==> src/rtl/adder_accum_pkg.sv <==
// Shared types and defaults for the adder accumulator controller.
// Holds the FSM state enum and the default datapath widths.
package adder_accum_pkg;

    localparam int DEF_WIDTH = 32;
    localparam int DEF_LEN_W = 16;

    typedef enum logic [1:0] {
        ST_IDLE  = 2'd0,
        ST_ACCUM = 2'd1,
        ST_DONE  = 2'd2
    } state_t;

endpackage

==> src/rtl/adder_accum_ctrl.sv <==
// Drives an external adder with {acc, operand} for an N-operand job.
// Optional sticky carry flag on io_out_overflow: ADDER_ACCUM_OVERFLOW_EN.
module adder_accum_ctrl
    import adder_accum_pkg::*;
#(
    parameter int WIDTH = DEF_WIDTH,
    parameter int LEN_W = DEF_LEN_W
) (
    input  logic             clock,
    input  logic             reset,
    input  logic             io_start,
    input  logic [LEN_W-1:0] io_len,
    output logic             io_busy,
    input  logic             io_in_valid,
    output logic             io_in_ready,
    input  logic [WIDTH-1:0] io_in_data,
    output logic [WIDTH-1:0] io_add_a,
    output logic [WIDTH-1:0] io_add_b,
    input  logic [WIDTH-1:0] io_add_sum,
    output logic             io_out_valid,
    input  logic             io_out_ready,
`ifdef ADDER_ACCUM_OVERFLOW_EN
    output logic             io_out_overflow,
`endif
    output logic [WIDTH-1:0] io_out_sum
);

    state_t           r_state;
    state_t           w_next;
    logic [WIDTH-1:0] r_acc;
    logic [LEN_W-1:0] r_rem;
    logic             w_hs;
    logic             w_start;
    logic             w_last;

    assign w_hs    = io_in_valid & io_in_ready;
    assign w_start = (r_state == ST_IDLE) & io_start;
    assign w_last  = (r_rem == LEN_W'(1));

    // State register; reset abandons any job in flight
    always_ff @(posedge clock or negedge reset) begin
        if (!reset) r_state <= ST_IDLE;
        else        r_state <= w_next;
    end

    // Next-state: start, last handshake, result accepted
    always_comb begin
        w_next = r_state;
        unique case (r_state)
            ST_IDLE: begin
                if (io_start)
                    w_next = (io_len == '0) ? ST_DONE : ST_ACCUM;
            end
            ST_ACCUM: begin
                if (w_hs && w_last) w_next = ST_DONE;
            end
            ST_DONE: begin
                if (io_out_ready) w_next = ST_IDLE;
            end
            default: w_next = ST_IDLE;
        endcase
    end

    // Outputs decoded from state; adder ports driven in every state
    always_comb begin
        io_busy      = (r_state != ST_IDLE);
        io_in_ready  = (r_state == ST_ACCUM);
        io_out_valid = (r_state == ST_DONE);
        io_add_a     = r_acc;
        io_add_b     = io_in_data;
        io_out_sum   = r_acc;
    end

    // Accumulator and remaining count; acc is kept after DONE
    always_ff @(posedge clock or negedge reset) begin
        if (!reset) begin
            r_acc <= '0;
            r_rem <= '0;
        end else if (w_start) begin
            r_acc <= '0;
            r_rem <= io_len;
        end else if (w_hs) begin
            r_acc <= io_add_sum;
            r_rem <= r_rem - LEN_W'(1);
        end
    end

`ifdef ADDER_ACCUM_OVERFLOW_EN
    logic r_ovf;

    // Sticky carry-out: sum below the a operand means the add wrapped
    always_ff @(posedge clock or negedge reset) begin
        if (!reset)       r_ovf <= 1'b0;
        else if (w_start) r_ovf <= 1'b0;
        else if (w_hs && (io_add_sum < io_add_a))
            r_ovf <= 1'b1;
    end

    assign io_out_overflow = r_ovf;
`endif

endmodule

==> config.mk <==
export PLATFORM = sky130hd
export DESIGN_NAME = adder_accum_ctrl
export DESIGN_NICKNAME = d
export VERILOG_FILES = /design/src/rtl/adder_accum_pkg.sv /design/src/rtl/adder_accum_ctrl.sv
export SDC_FILE = /design/constraint.sdc
export NUM_CORES = 1
export LEC_CHECK = 0
export ABC_AREA = 1
export CAP_MARGIN = 20
export CORE_MARGIN = 2
export CORE_UTILIZATION = 34
export DETAILED_ROUTE_END_ITERATION = 12
export GPL_TIMING_DRIVEN = 0
export PLACE_DENSITY = 0.78
export SLEW_MARGIN = 20
export SYNTH_ARGS = -nofsm -noshare
export SYNTH_HDL_FRONTEND = slang
export SYNTH_SLANG_ARGS = --single-unit
==> constraint.sdc <==
create_clock -name clock -period 1.2 [get_ports clock]
set_input_delay 0.18 -clock clock [delete_from_list [all_inputs] [get_ports clock]]
set_output_delay 0.18 -clock clock [all_outputs]
set_load 0.02 [all_outputs]
==> results.txt, run 1 <==
GPL Wtd Cong - 0.8563
status - finished, violations left
Logic pwr share - 0.672
Hold Path Class - input port to asynchronous set/reset pin
Cell Int Power - 8.092 mW
number of global-route vias before repair - 2822
CP arrival - 1600 ps
Crit Path Class - register to register
maximum vdd drop - 1.220 mV
fin util - 0.6382
initial antenna violation count - 0
synth warn - 0
CP required - 1400 ps
fin crit period - 1406 ps
clock sink count - 50
worst skew pair latency - 300 ps
Worst Setup End Kind - register
power per standard cell area - 2691 nW/um^2
Final Hold Fails - 0
Nets - 633
half-perimeter wire length after placement - 6182 um
Worst Max-Slew Pin Slew - 641.3 ps
CP max FO - 5
ratio of cells with drive above 1 in the final layout - 0.4717
DRC - 0
Routed WL - 8958 um
# diodes - 0
failing checks - negative setup slack
Seq/Total Area, Yosys - 0.4296
clock buffer depth - 2
drt via density - 4.653
post-synthesis xor/xnor area fraction - 0.009021
clock-pin slew on the worst setup and hold paths - 100 ps
max-capacitance violation count - 0
final setup fails - 53
Synth cell types - 27
Synth Area in Simple Gates - 0.2019
Max-slew headroom - 0.5724
antenna-violating nets left - 0
Reg2Reg Depth - 7
DR iter-0 viols - 89
Sw Ratio - 0.4295
static leakage - 2.641 nW
RSZ-0062 raised after global routing - true
htree depth - 2
Fmax achieved - 0.7112 GHz
first-pass GRT wire length - 12990 um
CTS tree - built
largest net degree at the start of global routing - 51
core area - 8258 um^2
Initial Util - 0.3527
Slew Viols, Final - 0
DP Worst Slack - -404.9 ps
Post-Synth Adder-Cell Area - 0.008591
sequential share of power - 0.239
Netlist Area Pre-Place - 2913 um^2
CTS Buf Count - 5
Net Switching - 6.091 mW
Synth Net Count - 424
overall power - 14.18 mW
DR WL/cell - 13.74 um
Clk network pwr share - 0.089
Die H - 96.56 um
period utilisation layout - 1.172
CTS Root Cell - clkbuf_8
crit path launch type - register
width of the die - 96.56 um
TritonRoute pass-1 iters - 4
Post-Synthesis Cells - 337
synthesized area per cell - 8.643 um^2
final setup TNS - -8082 ps
Die ar. - 9324 um^2
# port buffers - 151
GRT Total Usage - 0.1764
Yosys reg bits - 50
Row Count - 33
DR vias - 3034
Clock Skew - 12.35 ps
Top Ports - 184
compound-gate portion of the synthesized area - 0.1349
area grow syn2layout - 80.93%
setup ws final - -206.0 ps
largest family of logic cells by synthesized area - buffers and inverters
mux contribution to synthesized area - 0
grt ovf - 0
sequential cells by signal, summed over array words and instances, names as in the netlist:
signal and cells:
r_rem 16, io_add_a 32, r_state 2
synthesized netlist by cell type, drive strengths merged:
| library cell | instances | area [um^2] |
|---|---|---|
| o221ai | 1 | 8.760 |
| nor2 | 35 | 133.9 |
| nand3 | 19 | 95.09 |
| or2 | 1 | 6.260 |
| xor2 | 3 | 26.28 |
| o21ai | 11 | 55.05 |
| a22o | 32 | 280.3 |
| and2 | 1 | 6.260 |
| nand3b | 3 | 22.52 |
| a31oi | 1 | 6.260 |
| nand4 | 2 | 12.51 |
| ha | 2 | 25.02 |
| inv | 23 | 91.33 |
| a21oi | 1 | 5.000 |
| nand2 | 74 | 311.5 |
| o211ai | 3 | 22.52 |
| dfrtp | 50 | 1251 |
| o21bai | 2 | 15.01 |
| buf | 73 | 538.0 |
cell usage in the layout, fill, tap and decap left out, types with 3 or more instances in the layout:
cell type | synthesis | layout
buf_6 | 2 | 31
o21ai_1 | 0 | 5
buf_4 | 64 | 112
nand3_2 | 0 | 7
inv_1 | 20 | 14
nor2_4 | 0 | 6
nor2_1 | 34 | 21
buf_8 | 0 | 4
dfrtp_1 | 50 | 47
clkbuf_8 | 0 | 6
nand3b_1 | 3 | 3
o21ai_2 | 0 | 3
dfrtp_2 | 0 | 3
nor2_2 | 1 | 8
inv_2 | 1 | 5
nand2_1 | 70 | 56
clkdlybuf4s50_1 | 0 | 83
nand3_1 | 19 | 11
xor2_1 | 3 | 3
a22o_1 | 32 | 32
inv_6 | 0 | 3
o211ai_1 | 3 | 3
clkdlybuf4s15_2 | 0 | 9
buf_2 | 7 | 16
o21ai_0 | 11 | 3
nand2_2 | 1 | 5
nand2_4 | 2 | 11
clkbuf_2 | 0 | 18
metrics by stage:
step | hold slack (ps) | instances | area [um^2]
final | 441.5 | 652 | 5270
after global routing | 478.5 | 652 | 5270
after CTS | 467.1 | 631 | 4905
after detailed placement | 250.8 | 593 | 4598
after global placement | 499.7 | 593 | 4601
after floorplan | -115.6 | 337 | 2958
critical path: stages, from the launching register on:
cell     delay [ps]
dfrtp_1         430
nor2_4          180
nand2_4         110
nand2_8         100
inv_6            30
buf_8           120
buf_8           130
a22o_1          180
area by class of cell:
class	instances	area, um^2
multi-input cells	191	1270
clock buffers	6	82.58
repair buffers	203	1824
clock inverters	2	38.79
inverters	23	102.6
plain buffers	72	565.5
flip-flops and latches	50	1255
fillers	652	2988
well taps	105	131.4
repair_timing:
item                                    CTS  global route
resized for setup                       252           124
hold endpoints to repair                 50             0
buffers inserted                         28            22
endpoints found under the setup margin  117           103
pin swaps                                 7             8
cloned                                    1             0
hold buffers                              1             0
power groups by stage:
| stage | clock [mW] | combinational [mW] | sequential (mW) |
|---|---|---|---|
| after floorplan | 0 | 4.10 | 3.79 |
| after global placement | 0 | 7.70 | 3.25 |
| after detailed placement | 0 | 7.85 | 3.28 |
| after CTS | 1.31 | 8.17 | 3.27 |
| after global routing | 1.38 | 10.2 | 3.51 |
| final | 1.26 | 9.53 | 3.39 |
cell families (layout without fill, tap and decap cells):
logic type	Yosys count	in the layout
AND/OR/NAND/NOR	135	135
buffers and inverters	96	306
AO/OA/AOI/OAI	51	51
flip-flops	50	50
XOR/XNOR	3	3
adder cells (fa/ha/maj)	2	2
path summary, 6_finish.rpt:
path                                                  to                     from  slack, ps
worst min-delay path             io_add_a[5]$_DFFE_PN0P_                    reset        440
worst max-delay path            io_add_a[30]$_DFFE_PN0P_   r_state[1]$_DFFE_PN0P_       -210
worst min register to register   io_add_a[6]$_DFFE_PN0P_  io_add_a[6]$_DFFE_PN0P_        540
max in group asynchronous         r_state[0]$_DFFE_PN0P_                    reset        290
worst max register to register  io_add_a[30]$_DFFE_PN0P_   r_state[1]$_DFFE_PN0P_       -210
min in group clock              io_add_a[27]$_DFFE_PN0P_           io_add_sum[27]        480
routing by layer:
layer	wire length (um)	up-vias	GRT usage
met3	836	6	0.03879
li1	-	1461	-
met2	4530	153	0.3166
met4	53	0	0.03169
met1	3538	1414	0.2197
met5	0	-	0
No activity file was read; power rests on OpenSTA's default activity.
==> inputs of run 2 (changes only) <==
--- a/config.mk
+++ b/config.mk
@@ -5,13 +5,12 @@
 export SDC_FILE = /design/constraint.sdc
 export NUM_CORES = 1
 export LEC_CHECK = 0
-export ABC_AREA = 1
 export CAP_MARGIN = 20
 export CORE_MARGIN = 2
-export CORE_UTILIZATION = 34
+export CORE_UTILIZATION = 32
 export DETAILED_ROUTE_END_ITERATION = 12
 export GPL_TIMING_DRIVEN = 0
-export PLACE_DENSITY = 0.78
+export PLACE_DENSITY = 0.77
 export SLEW_MARGIN = 20
 export SYNTH_ARGS = -nofsm -noshare
 export SYNTH_HDL_FRONTEND = slang
==> results.txt, run 2 <==
final setup fails - 69 (+30%)
Worst path max stage delay - 560 ps (+130 ps)
Seq. cell area - 1257 um^2 (+0.20%)
slowest CP cell - or4_4
most frequent cells in the layout - buf_6, clkdlybuf4s50_1, buf_4
GPL Wtd Cong - 0.8198 (-4.3%)
Clock Skew - 9.946 ps (-2.407 ps)
Worst path most repeated cell - or4_4
Max-slew headroom - 0.5900 (+0.01760)
Worst Setup End Kind - register
sequential share of power - 0.235 (-0.004)
Netlist Area Pre-Place - 2676 um^2 (-8.1%)
GRT Total Usage - 0.2033 (+0.02691)
first-pass GRT wire length - 14520 um (+12%)
failing checks - negative setup slack
setup ws final - -765.6 ps (-559.6 ps)
Logic pwr share - 0.649 (-0.023)
Final Hold Fails - 0 (unchanged)
grt ovf - 0 (unchanged)
synthesized area per cell - 10.50 um^2 (+21%)
Nets - 572 (-9.6%)
footprint of the multi-input gates - 1104 um^2 (-13%)
setup slack, reg-to-reg - -770 ps (-560 ps)
count leader, synth - buf_4
Yosys reg bits - 50 (unchanged)
Die ar. - 9111 um^2 (-2.3%)
worst skew pair latency - 300 ps (about the same)
RSZ-0062 raised after global routing - true
Clk network pwr share - 0.116 (+0.027)
Filler cells - 621 (-4.8%)
half-perimeter wire length after placement - 5994 um (-3.0%)
clock-pin slew on the worst setup and hold paths - 100 ps (about the same)
fin crit period - 1966 ps (+559.6 ps)
# diodes - 0 (unchanged)
initial antenna violation count - 0 (unchanged)
CP required - 1440 ps (+40 ps)
static leakage - 2.543 nW (-3.7%)
Post-Synthesis Cells - 255 (-24%)
Sw Ratio - 0.3878 (-0.04169)
CP arrival - 2210 ps (+610 ps)
DP Worst Slack - -791.8 ps (-386.9 ps)
Die H - 95.45 um (-1.1%)
TritonRoute pass-1 iters - 4 (unchanged)
Routed WL - 9846 um (+9.9%)
period utilisation layout - 1.638 (+0.4664)
Synth area leader - dfrtp_1
synth cell count leaders - buf_4, dfrtp_1, a22o_1
top cells by area, synth - dfrtp_1, buf_4, a22o_1
fin util - 0.6682 (+0.03002)
max reg flops - 32 (unchanged)
DR iter-0 viols - 107 (+20%)
CTS Root Cell - clkbuf_8
clock sink count - 50 (unchanged)
CTS tree - built
core area - 8175 um^2 (-1.0%)
largest net degree at the start of global routing - 27 (-47%)
Cell Int Power - 7.579 mW (-6.3%)
Worst Max-Slew Pin Slew - 614.9 ps (-26.40 ps)
overall power - 12.38 mW (-13%)
area post-placement - 4447 um^2 (-3.3%)
width of the die - 95.45 um (-1.1%)
DRC - 0 (unchanged)
CTS Buf Count - 5 (unchanged)
Net Switching - 4.801 mW (-21%)
Post-Layout Cell Count - 591 (-9.4%)
Top Ports - 184 (unchanged)
Initial Util - 0.3274 (-0.02536)
Synth Flop Type - dfrtp_1
power per standard cell area - 2266 nW/um^2 (-16%)
number of global-route vias before repair - 2958 (+4.8%)
EDFF count, synth - 0 (unchanged)
Slew Viols, Final - 0 (unchanged)
drt via density - 4.964 (+6.7%)
htree depth - 2 (unchanged)
Row Count - 33 (unchanged)
DR WL/cell - 16.66 um (+21%)
# port buffers - 151 (unchanged)
antenna-violating nets left - 0 (unchanged)
synth warn - 0 (unchanged)
Fmax achieved - 0.5087 GHz (-28%)
maximum vdd drop - 1.006 mV (-18%)
dpl cells - 512 (-14%)
Synth Net Count - 342 (-19%)
crit path launch type - register
status - finished, violations left
Synth async-reset ratio - 1.000 (unchanged)
cell chain of the critical path - or4_4 -> or3_4 -> or4_4 -> nand3_2
DR vias - 2934 (-3.3%)
area grow syn2layout - 104.1%
ratio of cells with drive above 1 in the final layout - 0.5453 (+0.07360)
Seq/Total Area, Yosys - 0.4675 (+0.03795)
clock buffer depth - 2 (unchanged)
max-capacitance violation count - 0 (unchanged)
Crit Path Class - register to register
final setup TNS - -22150 ps (-14060 ps)
Synth top area share - 0.4675 (+0.03795)
CP max FO - 3 (-2)
most common cell after layout, fill and taps aside - buf_6
Hold Path Class - input port to asynchronous set/reset pin
minimum hold slack - 438.3 ps (-3.244 ps)
Synth cell types - 38 (+41%)
final design area excluding fillers - 5463 um^2 (+3.7%)
[run 2: changes by cell type in the layout (fill, tap and decap cells not counted), sizes merged, moves of 5 or more]
cell	before	now
nor4	0	9
clkbuf	24	34
inv	23	3
nand2	74	18
clkdlybuf4s15	9	3
or4	0	6
nor2	35	5
nand3	19	6
o311ai	0	5
buf	164	181
[run 2: critical path: cells and delay by family, from the launching register on]
family	cells	cell delay, ps
simple gates	4	1500
flops	1	410
[run 2: cells by family (layout without fill, tap and decap cells)]
logic type	after synthesis	in the layout	share of synthesized area
xor gates and xnor gates	2	2	0.006546
buffers and inverters	78	308	0.1992
DFF	50	50	0.4675
adders and majority gates	2	2	0.009349
AOI/OAI and AO/OA	61	61	0.1837
and+or+nand+nor	62	63	0.1337
[run 2: cell type report]
cell class	instances	area share
Buffer	57	0.09643
Clock buffer	5	0.01260
Clock inverter	3	0.01260
Inverter	3	0.002061
Multi-Input combinational cell	128	0.2020
Sequential cell	50	0.2302
Tap cell	105	0.02405
Timing Repair Buffer	240	0.4201
[run 2: worst paths after layout]
check,from,to,cells past startpoint
max,r_rem[4]$_DFFE_PN0P_,r_rem[15]$_DFFE_PN0P_,4
min,reset,io_add_a[4]$_DFFE_PN0P_,2
max reg2reg,r_rem[4]$_DFFE_PN0P_,r_rem[15]$_DFFE_PN0P_,4
min reg2reg,r_rem[1]$_DFFE_PN0P_,r_rem[1]$_DFFE_PN0P_,2
max in group asynchronous,reset,r_state[1]$_DFFE_PN0P_,3
min in group clock,io_add_sum[5],io_add_a[5]$_DFFE_PN0P_,2
[run 2: repair_timing]
item,4_1_cts,5_1_grt
pin swaps,13,13
setup buffers,67,19
setup endpoints to repair,117,108
cloned,5,0
resized for setup,384,60
hold endpoints to repair,25,0
hold buffers,1,0
[run 2: routing by layer]
layer  track usage  share of wire  vias to the layer above  routed length [um]
met4       0.03810         0.0086                        0                  85
met5             0              0                        -                   0
met3       0.03399          0.070                       10                 691
met2        0.3809           0.53                      155                5204
met1        0.2454           0.39                     1430                3864
li1              -              -                     1339                   -
[run 2: power by group through the flow]
| stage | combinational, mW | sequential, mW | clock [mW] |
|---|---|---|---|
| final | 8.03 | 2.91 | 1.44 |
| after detailed placement | 5.60 | 2.96 | 0 |
| after CTS | 7.73 | 2.85 | 1.46 |
| after global placement | 5.49 | 2.91 | 0 |
| after floorplan | 2.89 | 3.28 | 0 |
| after global routing | 8.48 | 2.98 | 1.54 |
